--- src/rtl/store_buffer.sv ---
// store_buffer: posted-write queue between the CPU store port and the data RAM.
// CPU stores are accepted in one cycle into a DEPTH-entry FIFO and drained in
// program order whenever memory accepts the head entry. Loads on the CPU's
// second read port are checked against pending stores; the youngest matching
// buffered store is forwarded so the CPU always observes its own writes.
//
// Optional feature macro: STORE_BUFFER_COALESCE_EN
//   When defined, a store to the same address as the youngest entry (count>=2)
//   overwrites that entry in place instead of taking a new slot, and is
//   accepted even when the buffer is full.
//
// Ports:
//   clk, rst_n                      clock, async active-low reset
//   wr_en/wr_addr/wr_data/wr_ready  CPU store request / accept
//   ld_addr, ld_mem_data            CPU load address and RAM read data
//   ld_data, ld_hit                 forwarded load data, forwarded-from-buffer flag
//   mem_wr_valid/addr/data/ready    head entry handshake toward RAM
//   count, empty                    occupancy status
module store_buffer #(
    parameter int DEPTH = 4,
    parameter int AW    = 16,
    parameter int DW    = 16
) (
    input  logic                       clk,
    input  logic                       rst_n,
    input  logic                       wr_en,
    input  logic [AW-1:0]              wr_addr,
    input  logic [DW-1:0]              wr_data,
    output logic                       wr_ready,
    input  logic [AW-1:0]              ld_addr,
    input  logic [DW-1:0]              ld_mem_data,
    output logic [DW-1:0]              ld_data,
    output logic                       ld_hit,
    output logic                       mem_wr_valid,
    output logic [AW-1:0]              mem_wr_addr,
    output logic [DW-1:0]              mem_wr_data,
    input  logic                       mem_wr_ready,
    output logic [$clog2(DEPTH):0]     count,
    output logic                       empty
);

    localparam int PW = $clog2(DEPTH);
    localparam int CW = PW + 1;

    logic [AW-1:0] addr_q [DEPTH];
    logic [DW-1:0] data_q [DEPTH];
    logic [PW-1:0] head, tail;
    logic [CW-1:0] cnt;

    logic          full;
    logic          push, pop, alloc, coalesce;
    logic [PW-1:0] youngest, last_popped;

    assign full        = (cnt == CW'(DEPTH));
    assign youngest    = tail - PW'(1);
    assign last_popped = head - PW'(1);

`ifdef STORE_BUFFER_COALESCE_EN
    // With count>=2 the youngest entry can never be the head, so a coalesce
    // never races with that entry being popped.
    logic coalesce_possible;
    assign coalesce_possible = (cnt >= CW'(2)) && (addr_q[youngest] == wr_addr);
    assign wr_ready = !full || coalesce_possible;
    assign coalesce = push && coalesce_possible;
`else
    assign wr_ready = !full;
    assign coalesce = 1'b0;
`endif

    assign push  = wr_en && wr_ready;
    assign pop   = mem_wr_valid && mem_wr_ready;
    assign alloc = push && !coalesce;

    // Pointer and occupancy state
    always_ff @(posedge clk or negedge rst_n) begin
        if (!rst_n) begin
            head <= '0;
            tail <= '0;
            cnt  <= '0;
        end else begin
            if (alloc) tail <= tail + PW'(1);
            if (pop)   head <= head + PW'(1);
            case ({alloc, pop})
                2'b10:   cnt <= cnt + CW'(1);
                2'b01:   cnt <= cnt - CW'(1);
                default: cnt <= cnt;
            endcase
        end
    end

    // Payload storage is deliberately not reset.
    always_ff @(posedge clk) begin
        if (alloc) begin
            addr_q[tail] <= wr_addr;
            data_q[tail] <= wr_data;
        end else if (coalesce) begin
            data_q[youngest] <= wr_data;
        end
    end

    assign count        = cnt;
    assign empty        = (cnt == '0);
    assign mem_wr_valid = !empty;
    // When empty the head slot is stale; show the last-popped entry instead.
    assign mem_wr_addr  = empty ? addr_q[last_popped] : addr_q[head];
    assign mem_wr_data  = empty ? data_q[last_popped] : data_q[head];

    // Forwarding: scan oldest to youngest so the last match wins.
    always_comb begin
        logic [PW-1:0] idx;
        ld_data = ld_mem_data;
        ld_hit  = 1'b0;
        idx     = '0;
        for (int i = 0; i < DEPTH; i++) begin
            idx = head + PW'(i);
            if ((CW'(i) < cnt) && (addr_q[idx] == ld_addr)) begin
                ld_data = data_q[idx];
                ld_hit  = 1'b1;
            end
        end
    end

endmodule

--- config.mk ---
export PLATFORM = sky130hd
export DESIGN_NAME = store_buffer
export DESIGN_NICKNAME = d
export VERILOG_FILES = /design/src/rtl/store_buffer.sv
export SDC_FILE = /design/constraint.sdc
export NUM_CORES = 1
export LEC_CHECK = 0
export ABC_AREA = 1
export BUFFER_PORTS_ARGS = -buffer_cell sky130_fd_sc_hd__buf_4
export CORE_ASPECT_RATIO = 1.25
export CORE_UTILIZATION = 30
export CTS_CLUSTER_DIAMETER = 100
export DETAILED_ROUTE_END_ITERATION = 7
export PLACE_DENSITY = 0.53
export SYNTH_ARGS = -nofsm -noshare
export SYNTH_HDL_FRONTEND = slang
export SYNTH_SLANG_ARGS = --single-unit
--- constraint.sdc ---
create_clock -name clk -period 5.6 [get_ports clk]
set_clock_uncertainty 0.05 [all_clocks]
set_input_delay 0.56 -clock clk [delete_from_list [all_inputs] [get_ports clk]]
set_output_delay 0.56 -clock clk [all_outputs]
set_load 0.01 [all_outputs]
==> flow_metrics.tcl <==
set metrics [dict create \
    hold_class "input port to flip-flop" \
    post_cts_buffers 0 \
    intPower_mw 3.291 \
    drv_slew 0 \
    cts_buffers 17 \
    portBuffers 122 \
    grt_pass1_wl_mm 51.04 \
    outcome "completed" \
    routed_wl_mm 32.94 \
    antenna_found_initial 1 \
    row_count 74 \
    ys_types 39 \
    synth_cells 1437 \
    placed_cell_area_sq_um 11150 \
    synthArstFlopShare 0.05185 \
    drt-wirelength-per-cell_um 16.89 \
    comb_power_share 0.626 \
    ant_nets 0 \
    grt_pass1_vias 9368 \
    drcViolationCount 0 \
    finalSetupViolCount 0 \
    critPathLaunchType "flip-flop" \
    clkTransAtPathRegs_ps 70 \
    synth_ff_type "edfxtp_1" \
    die_x_um 165.1 \
    clk-insertion-delay-late_ps 430 \
    num_vias 9754 \
    arrival_ps 4100 \
    criticalPathCategory "flip-flop to output pin" \
    grt.met3_usage 0.02930 \
    period_share 0.8408 \
    areaGrowthSynthToFinish_pct 17.52 \
    track_usage 0.2002 \
    vias_per_cell 5.002 \
    period_needed_ps 4709 \
    synthesis.nets 1514 \
    grt.overflow.total 0 \
    antenna_cells 0 \
    tightest_slew_ps 894.3 \
    hold_start "wr_addr[12]" \
    min_to "addr_q[2][12]" \
    r2r-end "count[2]" \
    hpwl_mm 23.77 \
    max_freq_mhz 212.4 \
    firstDrtPassIters 7 \
    reg2reg_from "count[0]" \
    crit_start "head[0]" \
    postSynthAreaPerCell_sq_um 6.942 \
    fin_area_sq_um 11720 \
    syn_area_sq_um 9976 \
    r2r_cells 12 \
    r2r_slack_ps 3070 \
    initial_core_util 0.3052 \
    htree_levels 4 \
    io_pins 123 \
    worstSetupEndpointType "output pin" \
    seqPwrFrac 0.214 \
    first_iter_violations 801 \
    core_sq_um 32680 \
    dieArea_sq_um 33990 \
    switching_share 0.5181 \
    met2_usage 0.3446 \
    cts.sinks 135 \
    relSlewSlack 0.4038 \
    use_met1 0.2481 \
    clockPowerShare 0.160 \
    utilization 0.3587 \
    clock-root-buffer "clkbuf_16" \
    grt_max_degree 112 \
    ys_ff_latch 135 \
    setup_tns_ps 0 \
    fin_nets 1596 \
    crit_fanout 40 \
    powerDensity_nw_per_um2 582.5 \
    place_congestion 0.9091 \
    p_leak_nw 5.287 \
    rsz0062_at_grt "no" \
    dieHeight_um 205.9 \
    whs_path_depth 1 \
    worstPathRequired_ps 4990 \
    netSwitchingPower_mw 3.538 \
    cts_tree "yes" \
    yosysSeqAreaShare 0.4029 \
    hold_viol 0 \
    peakVddDrop_mv 0.2017 \
    busiest_layer "met2" \
    drive_gt1_frac 0.1305 \
    cts_buffer_depth 2 \
    ys_warn_count 0 \
    max_cap_violations 0 \
    synth-edff-count 128 \
]
==> cell families after synthesis <==
logic type	count (synthesis)	synth area share
AOI/OAI and AO/OA	203	0.1049
xor gates and xnor gates	13	0.01141
adders and majority gates	9	0.01129
buffers and inverters	187	0.08554
DFF	135	0.4029
muxes	2	0.002007
and+or+nand+nor	888	0.3820
==> worst max-delay path by stage <==
stage,endpoint,slack [ps],cells past startpoint
final,ld_data[2],890,14
after global routing,ld_data[2],480,14
after CTS,ld_data[15],840,14
after detailed placement,ld_data[2],1330,14
after global placement,ld_data[2],1400,14
after floorplan,addr_q[0][0],2690,5
==> area by class of cell <==
cell class,instances,area (sq um)
Tap cell,418,523.0
Clock inverter,14,138.9
Inverter,110,415.4
Timing Repair Buffer,140,1054
Sequential cell,135,4023
Clock buffer,18,429.2
Fill cell,3447,20960
Multi-Input combinational cell,1115,5141
==> layer usage <==
metal	share of wire	up-vias
met3	0.040	60
met1	0.44	4481
met4	0.032	2
li1	-	4948
met2	0.49	263
met5	0.00052	-
==> power by group through the flow <==
stage | clock network, mW | registers [mW] | logic (mW)
2_1_floorplan | 0 | 1.44 | 2.91
3_3_place_gp | 0 | 1.48 | 4.26
3_5_place_dp | 0 | 1.48 | 4.26
4_1_cts | 1.12 | 1.47 | 4.28
5_1_grt | 1.15 | 1.49 | 4.79
6_report | 1.09 | 1.46 | 4.27
==> placed cells by master (no fill, tap or decap), types with 4 or more instances in the layout <==
master and instances:
o211ai_1 4, nand4_1 48, ha_1 9, dfrtp_1 6, nor2_1 69, nor3_1 4
or2_2 6, o21ai_1 15, nand2_2 7, o21ai_0 174, inv_1 107, nor2_4 9
a21oi_1 4, edfxtp_1 128, clkbuf_16 17, nand3_1 170, nand2_1 565, xor2_1 11
inv_6 7, buf_4 139
==> metrics by stage <==
stage / worst slack [ps] / instances / hold slack (ps) / power [mW]
after global routing: 478.4 / 1950 / 260.8 / 7.427
final: 891.3 / 1950 / 273.5 / 6.829
after global placement: 1404 / 1917 / 332.8 / 5.734
after floorplan: 2685 / 1437 / 214.4 / 4.350
after CTS: 839.2 / 1950 / 250.3 / 6.859
after detailed placement: 1326 / 1917 / 331.7 / 5.748
==> cell usage after synthesis (7+ instances only) <==
cell type	number	area [sq um]
buf_1	9	33.78
buf_2	23	115.1
buf_4	12	90.09
buf_6	10	112.6
clkbuf_1	23	86.33
dfrtp_1	7	175.2
edfxtp_1	128	3844
ha_1	9	112.6
inv_1	107	401.6
nand2_1	565	2121
nand2_2	7	43.79
nand3_1	170	850.8
nand4_1	48	300.3
nor2_1	74	277.8
o21ai_0	174	870.8
o21ai_1	15	75.07
xor2_1	11	96.34
==> worst max-delay path, cell delays in order, from the launching register on <==
cell and delay (ps):
dfrtp_4 600, inv_4 340, nand2_1 110, nand2_2 590, nand3_1 190, nand2_1 130
xor2_1 180, nand3_1 90, nor2_1 140, nand3_1 160, nor2_4 660, nor2_1 120
nand2_1 100, nand2_1 80, buf_4 150
==> state kept, by name (all words and copies together) (netlist names) <==
register,cells
head,2
addr_q,64
data_q,64
count,3
tail,2
==> timing repair <==
item,in CTS,in global routing
setup endpoints to repair,0,0
endpoints found under the hold margin,7,0
gates resized for setup,0,0
hold buffers,1,0
Power figures use the tool's default switching activity.
